`config.mk`:
```
export PLATFORM = sky130hd
export DESIGN_NAME = dds_sweep_ctrl
export DESIGN_NICKNAME = d
export VERILOG_FILES = /design/src/rtl/dds_ctrl_pkg.sv /design/src/rtl/dds_dwell_timer.sv /design/src/rtl/dds_sweep_ctrl.sv
export SDC_FILE = /design/constraint.sdc
export NUM_CORES = 1
export LEC_CHECK = 0
export ABC_CLOCK_PERIOD_IN_PS = 6300
export CORE_ASPECT_RATIO = 0.9
export CORE_MARGIN = 5
export CORE_UTILIZATION = 51
export DETAILED_ROUTE_END_ITERATION = 6
export PLACE_DENSITY = 0.78
export SLEW_MARGIN = 10
export SYNTH_ARGS = -nofsm -noshare
export SYNTH_HDL_FRONTEND = slang
export SYNTH_SLANG_ARGS = --single-unit
```
`constraint.sdc`:
```
create_clock -name clk -period 6.3 [get_ports clk]
set_clock_uncertainty 0.2 [all_clocks]
set_input_delay 1.89 -clock clk [delete_from_list [all_inputs] [get_ports clk]]
set_output_delay 1.89 -clock clk [all_outputs]
set_load 0.1 [all_outputs]
```
`src/rtl/dds_ctrl_pkg.sv`:
```
// Shared types and defaults for the DDS sweep controller.
package dds_ctrl_pkg;
  localparam int FW_W_DEF  = 32;
  localparam int AMP_W_DEF = 16;

  localparam logic DIR_UP   = 1'b1;
  localparam logic DIR_DOWN = 1'b0;

  typedef enum logic [2:0] {
    IDLE      = 3'd0,
    RAMP_UP   = 3'd1,
    SWEEP     = 3'd2,
    RAMP_DOWN = 3'd3,
    DONE      = 3'd4
  } state_t;
endpackage

```
`src/rtl/dds_dwell_timer.sv`:
```
// Per-step dwell down-counter; a programmed dwell of 0 behaves as 1.
module dds_dwell_timer #(
  parameter int DWELL_W = 24
) (
  input  logic               clk,
  input  logic               rst_n,
  input  logic               load,
  input  logic               en,
  input  logic [DWELL_W-1:0] dwell,
  output logic               expire
);
  logic [DWELL_W-1:0] cnt;

  always_ff @(posedge clk or negedge rst_n) begin
    if (!rst_n)                           cnt <= '0;
    else if (load)                        cnt <= (dwell == '0) ? DWELL_W'(1) : dwell;
    else if (en && (cnt > DWELL_W'(1)))   cnt <= cnt - DWELL_W'(1);
  end

  assign expire = en && (cnt <= DWELL_W'(1));
endmodule

```
`src/rtl/dds_sweep_ctrl.sv`:
```
// Timed linear frequency sweep sequencer driving triangle_dds freq_word/amplitude.
// Amplitude fade in/out around the sweep is enabled by defining SWEEP_AMP_FADE_EN.
module dds_sweep_ctrl
  import dds_ctrl_pkg::*;
#(
  parameter int FW_W    = FW_W_DEF,
  parameter int AMP_W   = AMP_W_DEF,
  parameter int DWELL_W = 24
) (
  input  logic               clk,
  input  logic               rst_n,
  input  logic               start,
  input  logic               abort,
  input  logic [FW_W-1:0]    f_start,
  input  logic [FW_W-1:0]    f_stop,
  input  logic [FW_W-1:0]    f_step,
  input  logic [DWELL_W-1:0] dwell,
  input  logic [AMP_W-1:0]   amp_target,
  input  logic [AMP_W-1:0]   amp_step,
  output logic [FW_W-1:0]    freq_word,
  output logic [AMP_W-1:0]   amplitude,
  output logic               upd,
  output logic               busy,
  output logic               done,
  output logic [15:0]        step_cnt
);
  state_t             state;
  logic [FW_W-1:0]    stop_q, step_q, nxt;
  logic [DWELL_W-1:0] dwell_q;
  logic [AMP_W-1:0]   tgt_q;
  logic               dir_q;
  logic [FW_W:0]      sum, dif;
  logic               last, tmr_load, tmr_en, tmr_exp, sweep_entry;

  // Next tuning word, evaluated one bit wider so wrap shows up as a carry/borrow.
  assign sum = {1'b0, freq_word} + {1'b0, step_q};
  assign dif = {1'b0, freq_word} - {1'b0, step_q};
  always_comb begin
    nxt = stop_q;
    if (dir_q == DIR_UP) begin
      if (!sum[FW_W] && (sum[FW_W-1:0] < stop_q)) nxt = sum[FW_W-1:0];
    end else if (dir_q == DIR_DOWN) begin
      if (!dif[FW_W] && (dif[FW_W-1:0] > stop_q)) nxt = dif[FW_W-1:0];
    end
  end

  assign last   = (freq_word == stop_q) || (step_q == '0);
  assign tmr_en = (state == SWEEP) && !abort;

`ifdef SWEEP_AMP_FADE_EN
  logic [AMP_W-1:0] astep_q, amp_up, amp_dn;
  logic [AMP_W:0]   amp_sum;
  assign amp_sum     = {1'b0, amplitude} + {1'b0, astep_q};
  assign amp_up      = ((astep_q == '0) || (amp_sum > {1'b0, tgt_q})) ? tgt_q : amp_sum[AMP_W-1:0];
  assign amp_dn      = ((astep_q == '0) || (amplitude <= astep_q)) ? '0 : amplitude - astep_q;
  assign sweep_entry = (state == RAMP_UP) && !abort && (amplitude == tgt_q);
`else
  logic unused_amp_step;
  assign unused_amp_step = ^amp_step;
  assign sweep_entry     = (state == IDLE) && start;
`endif

  assign tmr_load = sweep_entry || (tmr_en && tmr_exp && !last);

  dds_dwell_timer #(.DWELL_W(DWELL_W)) u_tmr (
    .clk    (clk),
    .rst_n  (rst_n),
    .load   (tmr_load),
    .en     (tmr_en),
    .dwell  ((state == IDLE) ? dwell : dwell_q),
    .expire (tmr_exp)
  );

  always_ff @(posedge clk or negedge rst_n) begin
    if (!rst_n) begin
      state     <= IDLE;
      freq_word <= '0;
      amplitude <= '0;
      upd       <= 1'b0;
      busy      <= 1'b0;
      done      <= 1'b0;
      step_cnt  <= '0;
      stop_q    <= '0;
      step_q    <= '0;
      dwell_q   <= '0;
      tgt_q     <= '0;
      dir_q     <= DIR_UP;
`ifdef SWEEP_AMP_FADE_EN
      astep_q   <= '0;
`endif
    end else begin
      upd  <= 1'b0;
      done <= 1'b0;
      case (state)
        IDLE: if (start) begin
          stop_q    <= f_stop;
          step_q    <= f_step;
          dwell_q   <= dwell;
          tgt_q     <= amp_target;
          dir_q     <= (f_stop >= f_start) ? DIR_UP : DIR_DOWN;
          freq_word <= f_start;
          upd       <= 1'b1;
          step_cnt  <= 16'd1;
          busy      <= 1'b1;
`ifdef SWEEP_AMP_FADE_EN
          astep_q   <= amp_step;
          amplitude <= '0;
          state     <= RAMP_UP;
`else
          amplitude <= amp_target;
          state     <= SWEEP;
`endif
        end
`ifdef SWEEP_AMP_FADE_EN
        RAMP_UP: begin
          if (abort)                    state     <= RAMP_DOWN;
          else if (amplitude == tgt_q)  state     <= SWEEP;
          else                          amplitude <= amp_up;
        end
        RAMP_DOWN: begin
          if (amplitude == '0) begin
            state <= DONE;
            done  <= 1'b1;
          end else begin
            amplitude <= amp_dn;
          end
        end
`endif
        SWEEP: begin
          if (abort || (tmr_exp && last)) begin
`ifdef SWEEP_AMP_FADE_EN
            state     <= RAMP_DOWN;
`else
            amplitude <= '0;
            state     <= DONE;
            done      <= 1'b1;
`endif
          end else if (tmr_exp) begin
            freq_word <= nxt;
            upd       <= 1'b1;
            if (step_cnt != 16'hFFFF) step_cnt <= step_cnt + 16'd1;
          end
        end
        DONE: begin
          amplitude <= '0;
          busy      <= 1'b0;
          state     <= IDLE;
        end
        default: state <= IDLE;
      endcase
    end
  end
endmodule
```
==> impl_metrics.py, run 1 <==
metrics = {
    "outcome": {
        "status": "finished clean",
    },
    "synthesis": {
        "synth_top_area_cell": "dfrtp_1",
        "synth_cells": 1766,
        "synth_top_area_share_pct": 29.9,
        "synth_cell_types": 73,
        "synth_ff_type": "dfrtp_1",
        "syn_area_um2": 15200,
        "ys_top_cells_by_area": "dfrtp_1, ha_1, mux2_2",
        "synth.avg_cell_area_um2": 8.59,
        "synth_edf_count": 0,
        "synth-seq-cells": 182,
        "async_reset_ff_share_pct": 100,
        "synth-seq-area-share_pct": 30.0,
        "ys_warn_count": 0,
        "synth_nets": 2091,
    },
    "drt": {
        "drt_wl_total_um": 50200,
        "first_iter_violations": 1345,
        "routed_via_density": 6.13,
        "post_drt_wl_per_cell_um": 21.3,
        "drt.antenna.violating_nets": 0,
        "drc": 0,
        "vias": 14400,
        "detail_route.first_pass.iterations": 6,
    },
    "placement": {
        "place_congestion": 0.952,
        "hpwl_um": 38800,
        "portBuffers": 206,
    },
    "critical_path": {
        "reg2reg_slack_ns": 0.15,
        "r2r_cells": 19,
        "endpoint_kind": "flop",
        "critPathLaunchType": "flop",
        "crit_type": "flop to flop",
        "worst-path-max-fanout": 16,
        "r2r_end": "freq_word[4]",
        "rr_startpoint": "step_q[2]",
        "cp.required_ns": 6.46,
        "arrival_ns": 6.31,
    },
    "final_layout": {
        "n_fill_cell": 2517,
        "layout_common_cells": "clkdlybuf4s50_1, dfrtp_1, ha_1",
        "areaGrowthSynthToFinish_pct": 20.9,
        "drive_gt1_share_pct": 9.24,
        "final_common_cell": "clkdlybuf4s50_1",
        "finish.utilization_pct": 62.9,
        "diodes": 0,
        "nets": 2271,
    },
    "die": {
        "die_h_um": 174,
        "initial_core_util_pct": 52.0,
        "top_level_ports": 223,
        "die_x_um": 192,
        "core_area_um2": 29200,
        "num_rows": 59,
        "die-area_um2": 33300,
    },
    "cts": {
        "insertion_delay_ns": 0.46,
        "post-cts-setup-buffers": 0,
        "cts_tree": "done",
        "clock_path_buffers": 2,
        "cts-root-buf": "clkbuf_16",
        "htree_levels": 4,
        "clock_sinks": 182,
        "cts_buffers": 17,
        "cts.reportedPaths.clkPinSlew_ns": 0.09,
    },
    "sta": {
        "slew-limit-headroom_pct": 29.2,
        "rsz0062_at_grt": "false",
        "slew_viol_final": 0,
        "setup_viol": 0,
        "fmax_mhz": 163,
        "tightest_slew_ns": 1.06,
        "tns_ns": 0,
        "hold_violations": 0,
        "period_needed_ns": 6.15,
        "finalCritPeriodShare_pct": 97.6,
    },
    "global_route": {
        "grtUsageTotal_pct": 29.6,
        "grt_pass1_wl_um": 78100,
        "grt-ovfl-total": 0,
        "grt_max_degree": 104,
        "grt_pass1_vias": 14300,
        "grt_antenna_before_repair": 4,
    },
    "worst_hold_path": {
        "min_to": "amplitude[11]",
        "hold_path_class": "flop to flop",
        "hold_path_depth": 2,
        "min-delay-start": "amplitude[11]",
    },
    "flow_run": {
        "cap_viol_max_count": 0,
    },
}
sequential cells by signal, indices dropped and copies added (netlist names):
register	flops
amplitude	16
busy	1
dir_q	1
done	1
dwell_q	24
freq_word	32
state	2
step_cnt	16
step_q	32
stop_q	32
u_tmr.cnt	24
upd	1
worst max-delay path, stage by stage, from the launching register on:
cell and delay [ns]:
dfrtp_1 0.44, inv_1 0.06, ha_1 0.40, nor2b_1 0.23
o311a_1 0.19, a2bb2oi_1 0.60, a211oi_1 0.25, o31ai_1 0.45
a211oi_1 0.16, xnor2_1 0.39, ha_1 0.35, and4_1 0.23
a221oi_2 0.36, o211ai_1 0.22, o21a_1 0.23, or4_1 0.53
nand2_1 0.26, buf_12 0.21, nor2_1 0.05, o21ai_0 0.22
cell type report:
cell class | count | area (um2) | area share [%]
Clock inverter | 15 | 200 | 1.09
Sequential cell | 182 | 4560 | 24.9
Timing Repair Buffer | 240 | 2350 | 12.8
Inverter | 143 | 537 | 2.93
Multi-Input combinational cell | 1362 | 9770 | 53.3
Tap cell | 396 | 495 | 2.70
Clock buffer | 17 | 425 | 2.32
how the worst max path moves through the flow:
stage / start / end / slack [ns] / depth (start not counted)
floorplan: freq_word[4] / freq_word[19] / 0.14 / 20
global placement: freq_word[4] / freq_word[10] / 0.24 / 21
finish: step_q[2] / freq_word[4] / 0.15 / 19
CTS: freq_word[4] / freq_word[4] / 0.12 / 21
detailed placement: freq_word[4] / freq_word[4] / 0.24 / 21
global route: step_q[2] / freq_word[4] / 0.07 / 19
metal layers:
layer  GRT usage, %  part of all wire (%)  routed length [um]
met5              0                 0.094                  47
met4           11.5                   4.1                2060
met3           8.60                   9.6                4810
met2           45.0                    43               21900
met1           39.7                    43               21500
synth_stat cells (18+ instances only):
library cell / number
nand2_1: 119
nor3_1: 45
xor2_1: 54
mux2i_1: 23
dfrtp_1: 181
o31ai_1: 18
nor4_1: 50
clkbuf_1: 70
a211oi_1: 18
nand2b_1: 35
xnor2_1: 63
inv_1: 142
a21o_1: 29
o21ai_0: 111
nand3_1: 27
nand4_1: 33
ha_1: 167
o221ai_1: 19
mux2_2: 90
a21oi_1: 151
nor2_1: 136
cells by family (layout without fill, tap and decap cells):
kind of cell	Yosys count	in the layout	synth area share [%]
muxes	113	113	8.20
AOI/OAI and AO/OA	458	458	18.9
buffers and inverters	222	415	5.74
adders and majority gates	169	169	14.0
xor gates and xnor gates	117	117	6.76
DFF	182	182	30.0
and+or+nand+nor	505	505	16.3
timing repair:
action	4_1_cts	5_1_grt
gates resized for setup	0	4
setup endpoints to repair	0	32
hold buffers	0	0
metrics by stage:
step | worst slack (ns) | hold slack [ns] | std cells | instance area [um2]
5_1_grt | 0.0697 | 0.316 | 2355 | 18300
4_1_cts | 0.124 | 0.289 | 2355 | 18300
3_5_place_dp | 0.237 | 0.273 | 2323 | 17700
6_report | 0.152 | 0.283 | 2355 | 18300
3_3_place_gp | 0.244 | 0.260 | 2323 | 17700
2_1_floorplan | 0.139 | 0.273 | 1766 | 15200
Power of run 1 is left out: the tool's default activity adds up to more than one toggle a clock period on the data nets, which glitch-free logic cannot reach.
==> inputs of run 2 (changes only) <==
Settings changed: SLEW_MARGIN 10 to unset.
==> results of run 2 <==
The final DEF is identical to that of run 1; final timing and power are the same.
Power of run 2 is left out for the same reason.
